$ cat src/rtl/mips_pipeline_pkg.sv
// Shared constants and types for the MIPS32 pipeline control blocks.
package mips_pipeline_pkg;

  localparam int unsigned REG_ADDR_WIDTH = 5;
  localparam int unsigned ZERO_REG       = 0;

  // Hazard sequencer states.
  typedef enum logic [0:0] {
    RUN     = 1'b0,
    MD_WAIT = 1'b1
  } state_t;

endpackage : mips_pipeline_pkg

$ cat src/rtl/load_use_hazard_detect.sv
// Combinational load-use comparator: flags an ID source that depends on a load in EX.
module load_use_hazard_detect #(
  parameter int unsigned REG_ADDR_WIDTH = mips_pipeline_pkg::REG_ADDR_WIDTH
) (
  input  logic [REG_ADDR_WIDTH-1:0] id_rs,
  input  logic [REG_ADDR_WIDTH-1:0] id_rt,
  input  logic                      id_uses_rs,
  input  logic                      id_uses_rt,
  input  logic                      id_ex_mem_read,
  input  logic                      id_ex_write_destination_reg,
  input  logic [REG_ADDR_WIDTH-1:0] id_ex_rd,
  output logic                      load_use
);

  import mips_pipeline_pkg::*;

  logic rd_live;
  logic rs_match;
  logic rt_match;

  // $zero never carries a real dependency, so a load targeting it cannot stall.
  always_comb begin
    rd_live  = id_ex_mem_read & id_ex_write_destination_reg &
               (id_ex_rd != REG_ADDR_WIDTH'(ZERO_REG));
    rs_match = id_uses_rs & (id_rs == id_ex_rd);
    rt_match = id_uses_rt & (id_rt == id_ex_rd);
    load_use = rd_live & (rs_match | rt_match);
  end

endmodule : load_use_hazard_detect

$ cat src/rtl/pipeline_hazard_controller.sv
// Stall/flush sequencer for the 5-stage pipeline: load-use, branch flush and
// multi-cycle mul/div handshake, plus a saturating stall-cycle counter.
module pipeline_hazard_controller #(
  parameter int unsigned REG_ADDR_WIDTH  = mips_pipeline_pkg::REG_ADDR_WIDTH,
  parameter int unsigned MD_TIMEOUT      = 64,
  parameter int unsigned STALL_CNT_WIDTH = 32
) (
  input  logic                       clock,
  input  logic                       reset,
  input  logic [REG_ADDR_WIDTH-1:0]  id_rs,
  input  logic [REG_ADDR_WIDTH-1:0]  id_rt,
  input  logic                       id_uses_rs,
  input  logic                       id_uses_rt,
  input  logic                       id_is_muldiv,
  input  logic                       id_ex_mem_read,
  input  logic                       id_ex_write_destination_reg,
  input  logic [REG_ADDR_WIDTH-1:0]  id_ex_rd,
  input  logic                       ex_branch_taken,
  input  logic                       md_done,
  output logic                       pc_write,
  output logic                       if_id_write,
  output logic                       if_id_flush,
  output logic                       id_ex_bubble,
  output logic                       md_start,
  output logic                       md_error,
  output logic [STALL_CNT_WIDTH-1:0] stall_cycles
);

  import mips_pipeline_pkg::*;

  // Counter must be able to hold MD_TIMEOUT itself.
  localparam int unsigned WAIT_W = $clog2(MD_TIMEOUT + 1);

  state_t              state_q;
  state_t              state_d;
  logic [WAIT_W-1:0]   wait_q;
  logic [WAIT_W-1:0]   wait_d;
  logic                set_error;
  logic                load_use;

  load_use_hazard_detect #(
    .REG_ADDR_WIDTH (REG_ADDR_WIDTH)
  ) u_load_use (
    .id_rs                       (id_rs),
    .id_rt                       (id_rt),
    .id_uses_rs                  (id_uses_rs),
    .id_uses_rt                  (id_uses_rt),
    .id_ex_mem_read              (id_ex_mem_read),
    .id_ex_write_destination_reg (id_ex_write_destination_reg),
    .id_ex_rd                    (id_ex_rd),
    .load_use                    (load_use)
  );

  // Mealy next-state and control outputs; hazards resolve in the same cycle.
  always_comb begin
    state_d      = state_q;
    wait_d       = wait_q;
    set_error    = 1'b0;
    pc_write     = 1'b1;
    if_id_write  = 1'b1;
    if_id_flush  = 1'b0;
    id_ex_bubble = 1'b0;
    md_start     = 1'b0;

    if (reset) begin
      pc_write     = 1'b0;
      if_id_write  = 1'b0;
      if_id_flush  = 1'b1;
      id_ex_bubble = 1'b1;
      state_d      = RUN;
      wait_d       = '0;
    end else begin
      case (state_q)
        RUN: begin
          if (ex_branch_taken) begin
            // ID instruction is squashed, so its hazards are irrelevant.
            if_id_flush  = 1'b1;
            id_ex_bubble = 1'b1;
          end else if (load_use) begin
            pc_write     = 1'b0;
            if_id_write  = 1'b0;
            id_ex_bubble = 1'b1;
          end else if (id_is_muldiv) begin
            md_start     = 1'b1;
            pc_write     = 1'b0;
            if_id_write  = 1'b0;
            id_ex_bubble = 1'b1;
            state_d      = MD_WAIT;
            wait_d       = '0;
          end
        end
        MD_WAIT: begin
          if (md_done) begin
            state_d = RUN;
          end else if (wait_q == WAIT_W'(MD_TIMEOUT)) begin
            // Give up on the unit but let the instruction advance.
            set_error = 1'b1;
            state_d   = RUN;
          end else begin
            pc_write     = 1'b0;
            if_id_write  = 1'b0;
            id_ex_bubble = 1'b1;
            wait_d       = wait_q + WAIT_W'(1);
          end
        end
        default: begin
          state_d = RUN;
        end
      endcase
    end
  end

  // State, wait counter, sticky error and saturating stall counter.
  always_ff @(posedge clock) begin
    if (reset) begin
      state_q      <= RUN;
      wait_q       <= '0;
      md_error     <= 1'b0;
      stall_cycles <= '0;
    end else begin
      state_q <= state_d;
      wait_q  <= wait_d;
      if (set_error) begin
        md_error <= 1'b1;
      end
      if (!pc_write && (stall_cycles != '1)) begin
        stall_cycles <= stall_cycles + STALL_CNT_WIDTH'(1);
      end
    end
  end

endmodule : pipeline_hazard_controller

$ cat config.mk
export PLATFORM = sky130hd
export DESIGN_NAME = pipeline_hazard_controller
export DESIGN_NICKNAME = d
export VERILOG_FILES = /design/src/rtl/mips_pipeline_pkg.sv /design/src/rtl/load_use_hazard_detect.sv /design/src/rtl/pipeline_hazard_controller.sv
export SDC_FILE = /design/constraint.sdc
export NUM_CORES = 1
export LEC_CHECK = 0
export ABC_AREA = 1
export CORE_MARGIN = 3
export CORE_UTILIZATION = 32
export DETAILED_ROUTE_END_ITERATION = 16
export HOLD_SLACK_MARGIN = 0.12
export PLACE_DENSITY = 0.58
export SETUP_SLACK_MARGIN = 0.05
export SYNTH_ARGS = -nofsm -noshare
export SYNTH_HDL_FRONTEND = slang
export SYNTH_SLANG_ARGS = --single-unit
$ cat constraint.sdc
create_clock -name clock -period 4.7 [get_ports clock]
set_input_delay 1.41 -clock clock [delete_from_list [all_inputs] [get_ports clock]]
set_output_delay 1.41 -clock clock [all_outputs]
set_load 0.005 [all_outputs]
==> results.sh <==
export IMPL_outcome="finished, final reports clean"
export IMPL_finalPower_mw=0.685
export IMPL_die_x_um=98.0
export IMPL_synthTopCellsByArea="dfxtp_1 30%, nand2_1 17%, nor2_1 11%"
export IMPL_critPathArrivalTime_ps=3100
export IMPL_wire_per_inst_um=10.7
export IMPL_synth_edff_count=0
export IMPL_setup_tns_ps=0
export IMPL_r2r_end="stall_cycles[0]"
export IMPL_cts_root_buf="clkbuf_8"
export IMPL_tritoncts="done"
export IMPL_clock_fmax_mhz=222
export IMPL_cts_max_path_buffers=2
export IMPL_ctsHoldBuffers=0
export IMPL_yosys_cell_types_count=26
export IMPL_power_frac_seq=0.518
export IMPL_tightest_slew_ps=597
export IMPL_clock_skew_ps=6.58
export IMPL_syn_num_nets=483
export IMPL_synthCells=456
export IMPL_reg2reg_depth=11
export IMPL_p_clk_frac=0.344
export IMPL_drive_above_1_share=0.0602
export IMPL_port_buffers=61
export IMPL_synthMostInstantiatedCell="nand2_1"
export IMPL_synth_area_um2=2710
export IMPL_r2r_start="wait_q[0]"
export IMPL_worstSetupPathType="in -> out"
export IMPL_antenna_found_initial=0
export IMPL_placed_area_um2=3370
export IMPL_core_area_um2=7970
export IMPL_leakagePower_nw=1.58
export IMPL_synth_top_cell_area_share=0.303
export IMPL_synth_area_leader_cell="dfxtp_1"
export IMPL_grt_pass1_wl_um=11200
export IMPL_grt_ovfl_total=0
export IMPL_drc=0
export IMPL_hold_viol=0
export IMPL_die_height_um=98.0
export IMPL_p_per_area_nw_per_um2=197
export IMPL_synth_commonest_cells="124 x nand2_1, 80 x nor2_1, 59 x inv_1"
export IMPL_dp_cells=610
export IMPL_nets=542
export IMPL_worst_path_most_repeated_cell="nand2_1"
export IMPL_dp_hpwl_um=4930
export IMPL_swShare=0.254
export IMPL_cp_slowest_stage_delay_ps=550
export IMPL_maxSlewViolCount=0
export IMPL_place_congestion=0.891
export IMPL_async_flop_share=0
export IMPL_min_period_over_period=0.960
export IMPL_track_usage=0.137
export IMPL_crit_path_top_delay_cell="clkdlybuf4s50_1"
export IMPL_dr_pass1_iters=5
export IMPL_initialDrtViolationCount=69
export IMPL_internal_power_mw=0.511
export IMPL_ys_seq_area_frac=0.303
export IMPL_vias_per_cell=4.69
export IMPL_setup_viol=0
export IMPL_worstPathMaxFanout=5
export IMPL_ys_flop_type="dfxtp_1"
export IMPL_clkLatencyLatePin_ps=290
export IMPL_yosysWarningCount=0
export IMPL_cp_endpoint="pc_write"
export IMPL_critPathRequiredTime_ps=3290
export IMPL_cap_viol_max_count=0
export IMPL_crit_path_cell_trace="clkdlybuf4s50_1 > nand2_1 > nand2_1 > nor2_1 > nand3_1 > nand2_1 > nand2_1 > nand2_1 > nand2_1 > nand2_2 > inv_1 > clkdlybuf4s50_1"
export IMPL_rows=32
export IMPL_max_slew_margin=0.602
export IMPL_cts_sinks=41
export IMPL_cts_made_buffers=5
export IMPL_routed_wl_um=6630
export IMPL_crit_path_end_kind="output pin"
export IMPL_initial_utilization=0.340
export IMPL_cts_max_level=2
export IMPL_switchingPower_mw=0.174
export IMPL_fill_cells=853
export IMPL_final_util=0.436
export IMPL_syn_area_per_cell_um2=5.94
export IMPL_pwr_share_comb=0.138
export IMPL_ff2ff_setup_slack_ps=2700
export IMPL_die_area_um2=9610
export IMPL_postCtsSetupBuffers=0
export IMPL_ir_drop_uv=96.5
export IMPL_num_vias=2894
export IMPL_path_clk_slew_ps=70
export IMPL_grt_pass1_vias=2597
export IMPL_crit_start="id_ex_rd[0]"
export IMPL_hold_path_class="reg -> reg"
export IMPL_detail_route_antenna_nets=0
export IMPL_rsz0062_at_grt="false"
export IMPL_period_minus_slack_ps=4510
export IMPL_antenna_cells=0
export IMPL_startpoint_type="primary input"
export IMPL_yosys_register_bits=41
export IMPL_area_growth_synth_to_final_pct=28.1
export IMPL_ios=62
export IMPL_grt_max_degree=65
export IMPL_instances_no_fill=617
export IMPL_fin_area_um2=3470
-- metal layers --
layer	vias up	GRT usage	part of all wire
met3	8	0.0286	0.039
met1	1292	0.178	0.48
met4	0	0.0394	0.010
li1	1548	-	-
met5	-	0	0
met2	46	0.229	0.47
-- cells by family after synthesis --
group	Yosys count	share of synthesized area
AOI/OAI and AO/OA	42	0.0780
DFF	41	0.303
xor gates and xnor gates	4	0.0129
adders and majority gates	3	0.0139
and+or+nand+nor	288	0.463
buffers and inverters	78	0.129
-- sequential cells by signal (all words and copies together) (netlist names) --
name	flops
wait_q	7
md_error	1
stall_cycles	32
state_q	1
-- worst max-delay path: cells and delay by family --
| family | cells | cell delay (ps) |
|---|---|---|
| buf+inv | 3 | 1110 |
| simple gates | 9 | 600 |
-- metrics by stage --
step,hold WS (ps),worst slack (ps)
floorplan,460,887
global placement,467,147
detailed placement,493,129
CTS,504,131
global route,526,53.0
finish,497,190
-- placed cells by master (no fill, tap or decap) --
cell,instances
dlymetal6s2s_1,5
or2_2,1
nand4_1,10
inv_2,7
nand3_1,51
nand2_1,124
o22ai_1,1
ha_1,3
nor3_1,8
clkdlybuf4s50_1,56
o21ai_0,1
buf_4,4
xnor2_1,2
nor2_8,1
nor3b_1,1
inv_1,58
nand3_2,3
a21oi_1,40
nor2_2,5
nor2_1,80
nand3_4,1
xor2_1,2
dfxtp_1,41
clkbuf_8,6
clkbuf_1,1
nand2_2,3
-- worst min path at each step --
stage	depth (start not counted)	endpoint	slack, ps	start
6_report	2	md_error	500	md_error
2_1_floorplan	2	md_error	460	md_error
3_3_place_gp	2	md_error	470	md_error
3_5_place_dp	2	wait_q[6]	490	wait_q[6]
4_1_cts	2	wait_q[6]	500	wait_q[6]
5_1_grt	2	wait_q[6]	530	wait_q[6]
-- area by class of cell --
| cell class | instances | area (µm²) | area share |
|---|---|---|---|
| flip-flops and latches | 41 | 821 | 0.236 |
| inverters | 65 | 244 | 0.0703 |
| well taps | 102 | 128 | 0.0368 |
| repair buffers | 65 | 653 | 0.188 |
| clock buffers | 7 | 86.3 | 0.0249 |
| multi-input cells | 337 | 1540 | 0.443 |
-- power groups by stage --
stage	Combinational, mW	Clock (mW)	Sequential, mW
floorplan	0.0587	0	0.362
global placement	0.0943	0	0.363
detailed placement	0.0957	0	0.363
CTS	0.0960	0.249	0.355
global route	0.107	0.260	0.355
finish	0.0945	0.236	0.355
-- timing repair --
item / in CTS / in global routing
hold endpoints to repair: 0 / 0
resized for setup: 0 / 6
setup endpoints to repair: 0 / 4
Note: power is estimated with default switching activity, not from simulation.
